**src/rtl/comp_conv_arb.sv**
```systemverilog
`default_nettype none
// ============================================================================
// Module   : comp_conv_arb
// Purpose  : Two-requester round-robin arbiter that shares one sign-magnitude
//            to two's-complement converter and one registered output port.
// Revision : 1.0
// ============================================================================
module comp_conv_arb #(
    parameter int DW    = 8,
    parameter int CNT_W = 16
) (
    input  logic             clk,
    input  logic             rst,
    input  logic             req0_valid,
    input  logic [DW-1:0]    req0_data,
    output logic             req0_ready,
    input  logic             req1_valid,
    input  logic [DW-1:0]    req1_data,
    output logic             req1_ready,
    output logic             out_valid,
    output logic [DW-1:0]    out_data,
    output logic             out_id,
    input  logic             out_ready,
    output logic [CNT_W-1:0] conv_cnt
);

    localparam logic [0:0] EMPTY = 1'b0;
    localparam logic [0:0] FULL  = 1'b1;

    logic [0:0]       r_state;
    logic [DW-1:0]    r_data;
    logic             r_id;
    logic             r_last_id;
    logic [CNT_W-1:0] r_cnt;

    logic             w_can_accept;
    logic             w_grant0;
    logic             w_grant1;
    logic             w_grant;
    logic [DW-1:0]    w_sel;
    logic [DW-2:0]    w_mag;
    logic [DW-1:0]    w_conv;
    logic             w_xfer;

    // A tie goes to whichever requester was not the most recent winner.
    assign w_grant0 = req0_valid & (~req1_valid | r_last_id);
    assign w_grant1 = req1_valid & (~req0_valid | ~r_last_id);

    // Readies are forced low during reset so no handshake lands in a reset cycle.
    assign w_can_accept = ~rst & ((r_state == EMPTY) | out_ready);
    assign req0_ready   = w_can_accept & w_grant0;
    assign req1_ready   = w_can_accept & w_grant1;
    assign w_grant      = req0_ready | req1_ready;

    assign w_sel  = w_grant1 ? req1_data : req0_data;
    assign w_mag  = (~w_sel[DW-2:0]) + {{(DW-2){1'b0}}, 1'b1};
    assign w_conv = w_sel[DW-1] ? {1'b1, w_mag} : w_sel;

    assign out_valid = (r_state == FULL);
    assign out_data  = r_data;
    assign out_id    = r_id;
    assign conv_cnt  = r_cnt;
    assign w_xfer    = out_valid & out_ready;

    always_ff @(posedge clk) begin
        if (rst) begin
            r_state   <= EMPTY;
            r_data    <= '0;
            r_id      <= 1'b0;
            r_last_id <= 1'b1;
            r_cnt     <= '0;
        end else begin
            if (w_xfer) begin
                r_cnt <= r_cnt + {{(CNT_W-1){1'b0}}, 1'b1};
            end
            if (w_grant) begin
                r_state   <= FULL;
                r_data    <= w_conv;
                r_id      <= w_grant1;
                r_last_id <= w_grant1;
            end else if (w_xfer) begin
                r_state <= EMPTY;
            end
        end
    end

endmodule
`default_nettype wire
```
**config.mk**
```make
export PLATFORM = sky130hd
export DESIGN_NAME = comp_conv_arb
export DESIGN_NICKNAME = d
export VERILOG_FILES = /design/src/rtl/comp_conv_arb.sv
export SDC_FILE = /design/constraint.sdc
export NUM_CORES = 1
export LEC_CHECK = 0
export CORE_UTILIZATION = 44
export DETAILED_ROUTE_END_ITERATION = 8
export PLACE_DENSITY = 0.79
export SYNTH_ARGS = -nofsm -noshare
export SYNTH_HDL_FRONTEND = slang
export SYNTH_SLANG_ARGS = --single-unit
```
**constraint.sdc**
```tcl
create_clock -name clk -period 2.1 [get_ports clk]
set_input_delay 0.315 -clock clk [delete_from_list [all_inputs] [get_ports clk]]
set_output_delay 0.315 -clock clk [all_outputs]
set_load 0.1 [all_outputs]
```
==> flow_summary.json, run 1 <==
{
  "status": "finished, violations left",
  "violations": "DRC",
  "gp_congestion": 0.845,
  "synth_top_area_share_pct": 39.6,
  "power.density_nw_per_um2": 616,
  "nets": 236,
  "setup_viol": 0,
  "vias": 1283,
  "finalHoldViolCount": 0,
  "final_common_cell": "buf_4",
  "die_h_um": 57.7,
  "rrSetupSlack_ns": 0.54,
  "critPathCaptureType": "output port",
  "multi_input_area_um2": 779,
  "fin_crit_sh_pct": 94.2,
  "yosysSeqAreaShare_pct": 39.6,
  "synth.avg_cell_area_um2": 8.59,
  "holdPathEnd": "out_data[1]$_SDFFE_PP0P_",
  "fillerInstances": 241,
  "maxUsedRoutingLayer": "met4",
  "fin_setup_tns_ns": 0,
  "dr_wl_met2_mm": 1.47,
  "drtIter0Drc": 31,
  "cts_hold_buf": 0,
  "post_cts_resized": 0,
  "drtAntennaViolNets": 0,
  "area_growth_pct": 39.7,
  "wl_per_cell_um": 12.5,
  "dr.pass1.iters": 6,
  "met3_length_um": 115,
  "first_global_vias": 1165,
  "postSynthCellCount": 159,
  "fp.dieArea_um2": 3330,
  "synthesis.area_um2": 1370,
  "leakage_uw": 0.000783,
  "cts_sinks": 27,
  "crit_cells": 5,
  "insertedDiodeCount": 0,
  "min_path_cells": 2,
  "critPathRequiredTime_ns": 1.78,
  "synth_area_leaders": "dfxtp_1 40%, xor2_1 7.1%, nor2_1 5.8%, mux2i_1 4.4%, nand3_1 4.4%",
  "start_util_pct": 47.9,
  "syn_nets": 181,
  "layout-drive-gt1-share_pct": 25.4,
  "fin_util_pct": 66.9,
  "crit_slowest_cell": "clkdlybuf4s50_1",
  "cts_root_buffer": "clkbuf_4",
  "regArea_um2": 549,
  "numPortBuffers": 48,
  "wl_mm": 3.04,
  "min_path_type": "reg -> reg",
  "design.core.area_um2": 2850,
  "grt_usage_pct": 18.6,
  "yosysWarnings": 0,
  "fin_skew_ns": 0.00671,
  "rows": 19,
  "timing.rr.end": "out_data[6]$_SDFFE_PP0P_",
  "io_pins": 49,
  "drv_slew": 0,
  "synth_cell_types": 35,
  "cts_tree": "yes",
  "dp.cells": 240,
  "cts_buffer_depth": 2,
  "tightest_slew_ns": 0.357,
  "numCtsBuffers": 3,
  "reg2reg_from": "r_last_id$_SDFFE_PP1P_",
  "min_period_ns": 1.98,
  "maxSlewHeadroom_pct": 75.7,
  "crit_family": "buffers and inverters",
  "critPathLaunchType": "input pin",
  "rsz0062_at_grt": "no",
  "worstRegToRegCells": 6,
  "cts_htree_levels": 1,
  "clock_latency_ns": 0.33,
  "antenna_found_initial": 0,
  "wl_met1_mm": 1.45,
  "min_from": "out_data[1]$_SDFFE_PP0P_",
  "dp_hpwl_mm": 2.45,
  "fin_cells": 244,
  "grt_max_degree": 23,
  "grt_pass1_wl_mm": 4.93,
  "clock.fmax_ghz": 0.506,
  "overflow": 0,
  "route.detailed.drc": 1,
  "path_cells": "clkdlybuf4s50_1 > a21boi_4 > buf_4 > and3_1 > buf_12",
  "viasPerCell": 5.26,
  "critPathMaxStageDelay_ns": 0.50,
  "fp.dieW_um": 57.7,
  "path_max_fanout": 7,
  "clk_pin_slew_ns": 0.15,
  "worstPathArrival_ns": 1.66,
  "post_cts_buffers": 0,
  "final_cell_mix": "33 x buf_4, 21 x nor2_1, 20 x dfxtp_1, 20 x clkdlybuf4s50_1, 12 x nand3_1",
  "synth_top_area_cell": "dfxtp_1",
  "drv_cap": 0,
  "ys_ff_latch": 27,
  "path_buf_inv": 3,
  "path_class": "in -> out",
  "vdd_drop_max_v": 0.000404
}
metrics by stage:
step | total power, uW | area [um^2] | worst slack, ns | hold slack (ns)
5_1_grt | 1220 | 1910 | 0.0634 | 0.517
3_3_place_gp | 951 | 1880 | 0.0607 | 0.451
6_report | 1180 | 1910 | 0.123 | 0.481
3_5_place_dp | 957 | 1880 | 0.0247 | 0.455
2_1_floorplan | 837 | 1380 | 0.0525 | 0.478
4_1_cts | 1190 | 1910 | 0.123 | 0.478
kinds of logic after synthesis:
| family | synth area share, % |
|---|---|
| AND/OR/NAND/NOR | 26.1 |
| flip-flops | 39.6 |
| AO/OA/AOI/OAI | 11.9 |
| XOR/XNOR | 10.9 |
| buffers and inverters | 3.39 |
| multiplexers | 7.23 |
| adder cells (fa/ha/maj) | 0.916 |
worst min-delay path, cell delays in order (launching register included):
cell	delay, ns
dfxtp_1	0.35
nand2_1	0.06
a21oi_1	0.05
flip-flops by register name (all words and copies together), names as in the netlist:
register / cells
out_data: 8
conv_cnt: 16
r_last_id: 1
out_valid: 1
out_id: 1
cells in the mapped netlist, drive strengths merged:
master / instances
a211oi: 2
a21boi: 1
a21oi: 8
a31o: 1
a31oi: 1
and3: 3
and4: 2
buf: 2
clkbuf: 3
dfxtp: 27
ha: 1
inv: 6
mux2: 1
mux2i: 8
nand2: 11
nand2b: 2
nand3: 12
nand4: 3
nor2: 21
nor2b: 1
nor3: 5
nor3b: 1
nor4: 1
nor4b: 1
o211ai: 2
o21ai: 10
o311ai: 1
or3: 5
xnor2: 6
xor2: 11
worst max path at each step:
stage                                        start                        end  slack (ns)
after CTS                               req1_valid                 req1_ready        0.12
after detailed placement                req0_valid   out_data[6]$_SDFFE_PP0P_        0.02
after global placement                  req1_valid   out_data[6]$_SDFFE_PP0P_        0.06
after floorplan           conv_cnt[0]$_SDFFE_PP0P_  conv_cnt[14]$_SDFFE_PP0P_        0.05
final                                   req1_valid                 req1_ready        0.12
after global routing                    req1_valid                 req1_ready        0.06
power by group:
part	switching [uW]	internal (uW)	leakage [uW]	total, uW
sequential	19.4	537	0.000223	556
combinational	264	124	0.000545	388
clock	159	72.9	0.0000139	232
total	443	733	0.000783	1180
final cells by class:
cell class | count | area share (%)
timing repair buffer | 55 | 25.6
tap | 31 | 2.03
clock buffer | 3 | 1.18
clock inverter | 1 | 0.393
inverter | 6 | 1.18
sequential | 27 | 28.8
multi-input combinational | 121 | 40.9
routing by layer:
metal | track usage [%] | vias to the layer above
met5 | 0 | -
met4 | 7.14 | 0
met3 | 1.34 | 2
met2 | 33.2 | 35
met1 | 23.5 | 579
li1 | - | 667
No activity file was read; power rests on OpenSTA's default activity.
==> run 2: changes to the inputs <==
- HOLD_SLACK_MARGIN: unset -> 0.15
==> results of run 2 <==
No change in the layout: final DEF, timing and power equal those of run 1.
==> run 3: changes to the inputs <==
- CORE_UTILIZATION: 44 -> 40
- PLACE_DENSITY: 0.79 -> 0.76
- clock period: 2.1 -> 1.8 ns (I/O delays scaled with it)
==> flow_summary.json, run 3 (synthesis gave the netlist of run 1 again) <==
{
  "largest_reg_flops": 16,
  "final_common_cell": "buf_4",
  "fin_cells": 270,
  "vdd_drop_max_v": 0.000326,
  "first_global_vias": 1343,
  "fp.dieW_um": 60.4,
  "overflow": 0,
  "min_period_ns": 1.73,
  "status": "finished, final reports clean",
  "finalHoldViolCount": 0,
  "dp.cells": 266,
  "maxSlewHeadroom_pct": 80.7,
  "min_path_cells": 2,
  "power.density_nw_per_um2": 655,
  "route.detailed.drc": 0,
  "insertedDiodeCount": 0,
  "worstPathArrival_ns": 1.46,
  "fp.dieArea_um2": 3650,
  "viasPerCell": 5.07,
  "p_int_uw": 889,
  "setup_viol": 0,
  "cts_buffer_depth": 2,
  "worstRegToRegCells": 6,
  "fin_util_pct": 67.9,
  "p_clk_share_pct": 18.3,
  "antenna_found_initial": 0,
  "drv_cap": 0,
  "layout-drive-gt1-share_pct": 32.7,
  "clock_latency_ns": 0.31,
  "cts_htree_levels": 1,
  "rows": 20,
  "path_max_fanout": 4,
  "nets": 249,
  "leakage_uw": 0.000870,
  "gp_congestion": 0.823,
  "io_pins": 49,
  "final_cell_mix": "38 x buf_4, 21 x nor2_1, 20 x clkdlybuf4s50_1",
  "fin_crit_sh_pct": 96.1,
  "numCtsBuffers": 3,
  "whs_ns": 0.473,
  "grt_max_degree": 17,
  "cts_root_buffer": "clkbuf_4",
  "area_growth_pct": 56.8,
  "switching_share_pct": 36.6,
  "dr.pass1.iters": 4,
  "grt_usage_pct": 19.7,
  "path_class": "in -> out",
  "tightest_slew_ns": 0.285,
  "post-place-ws_ns": -0.242,
  "wl_mm": 3.29,
  "critPathRequiredTime_ns": 1.53,
  "clk_pin_slew_ns": 0.14,
  "power_frac_seq_pct": 46.5,
  "start_util_pct": 43.3,
  "drv_slew": 0,
  "dp_hpwl_mm": 2.69,
  "p_sw_uw": 513,
  "cts_tree": "yes",
  "vias": 1370,
  "critPathCaptureType": "output port",
  "fin_skew_ns": 0.00672,
  "die_h_um": 60.4,
  "rsz0062_at_grt": "no",
  "grt_pass1_wl_mm": 5.55,
  "drtIter0Drc": 32,
  "setup_slack_ns": 0.0701,
  "numPortBuffers": 48,
  "min_path_type": "reg -> reg",
  "power_frac_comb_pct": 35.2,
  "post_cts_resized": 0,
  "wl_per_cell_um": 12.2,
  "fillerInstances": 275,
  "fin_total_pwr_uw": 1400,
  "cts_hold_buf": 0,
  "design.core.area_um2": 3150,
  "clock.fmax_ghz": 0.578,
  "cts_sinks": 27,
  "post_cts_buffers": 0,
  "critPathLaunchType": "input pin",
  "drtAntennaViolNets": 0
}
==> run 3: cell count changes in the layout (fill, tap and decap cells not counted), moves of 5 or more <==
cell / before / now
buf_4: 33 / 38
buf_12: 2 / 10
dfxtp_2: 7 / 12
dfxtp_1: 20 / 14
==> run 3: layout make-up <==
type / count / area [um^2] / area share (%)
sequential: 27 / 559 / 26.1
timing repair buffer: 68 / 686 / 32.0
clock buffer: 4 / 26.3 / 1.23
tap: 44 / 55.1 / 2.57
multi-input combinational: 121 / 793 / 37.0
inverter: 6 / 22.5 / 1.05
==> run 3: metrics by stage <==
stage,setup TNS (ns),area [um^2]
finish,0,2140
global route,0,2140
CTS,0,2130
detailed placement,-1.19,2100
global placement,-0.508,2100
floorplan,-0.0106,1380
==> run 3: path summary, 6_finish.rpt <==
check                      startpoint                        to  slack, ns
min reg2reg  out_data[4]$_SDFFE_PP0P_  out_data[4]$_SDFFE_PP0P_       0.47
max                         out_ready                req1_ready       0.07
min          out_data[4]$_SDFFE_PP0P_  out_data[4]$_SDFFE_PP0P_       0.47
max reg2reg    r_last_id$_SDFFE_PP1P_  out_data[6]$_SDFFE_PP0P_       0.19
==> run 3: power groups by stage <==
stage | clock, uW | sequential [uW] | combinational (uW)
2_1_floorplan | 0 | 848 | 130
3_3_place_gp | 0 | 664 | 480
3_5_place_dp | 0 | 666 | 490
4_1_cts | 258 | 653 | 490
5_1_grt | 286 | 656 | 516
6_report | 257 | 652 | 494
==> run 3: per-layer routing <==
metal,routed length (um),track usage [%],share of wire [%]
met5,0,0,0
met4,27,6.49,0.82
met3,158,2.99,4.8
met2,1770,37.8,54
met1,1340,22.0,41
==> run 3: critical path: stages <==
cell	delay, ns
clkdlybuf4s50_1	0.51
buf_4	0.14
nand2b_1	0.15
and3_4	0.22
buf_12	0.17
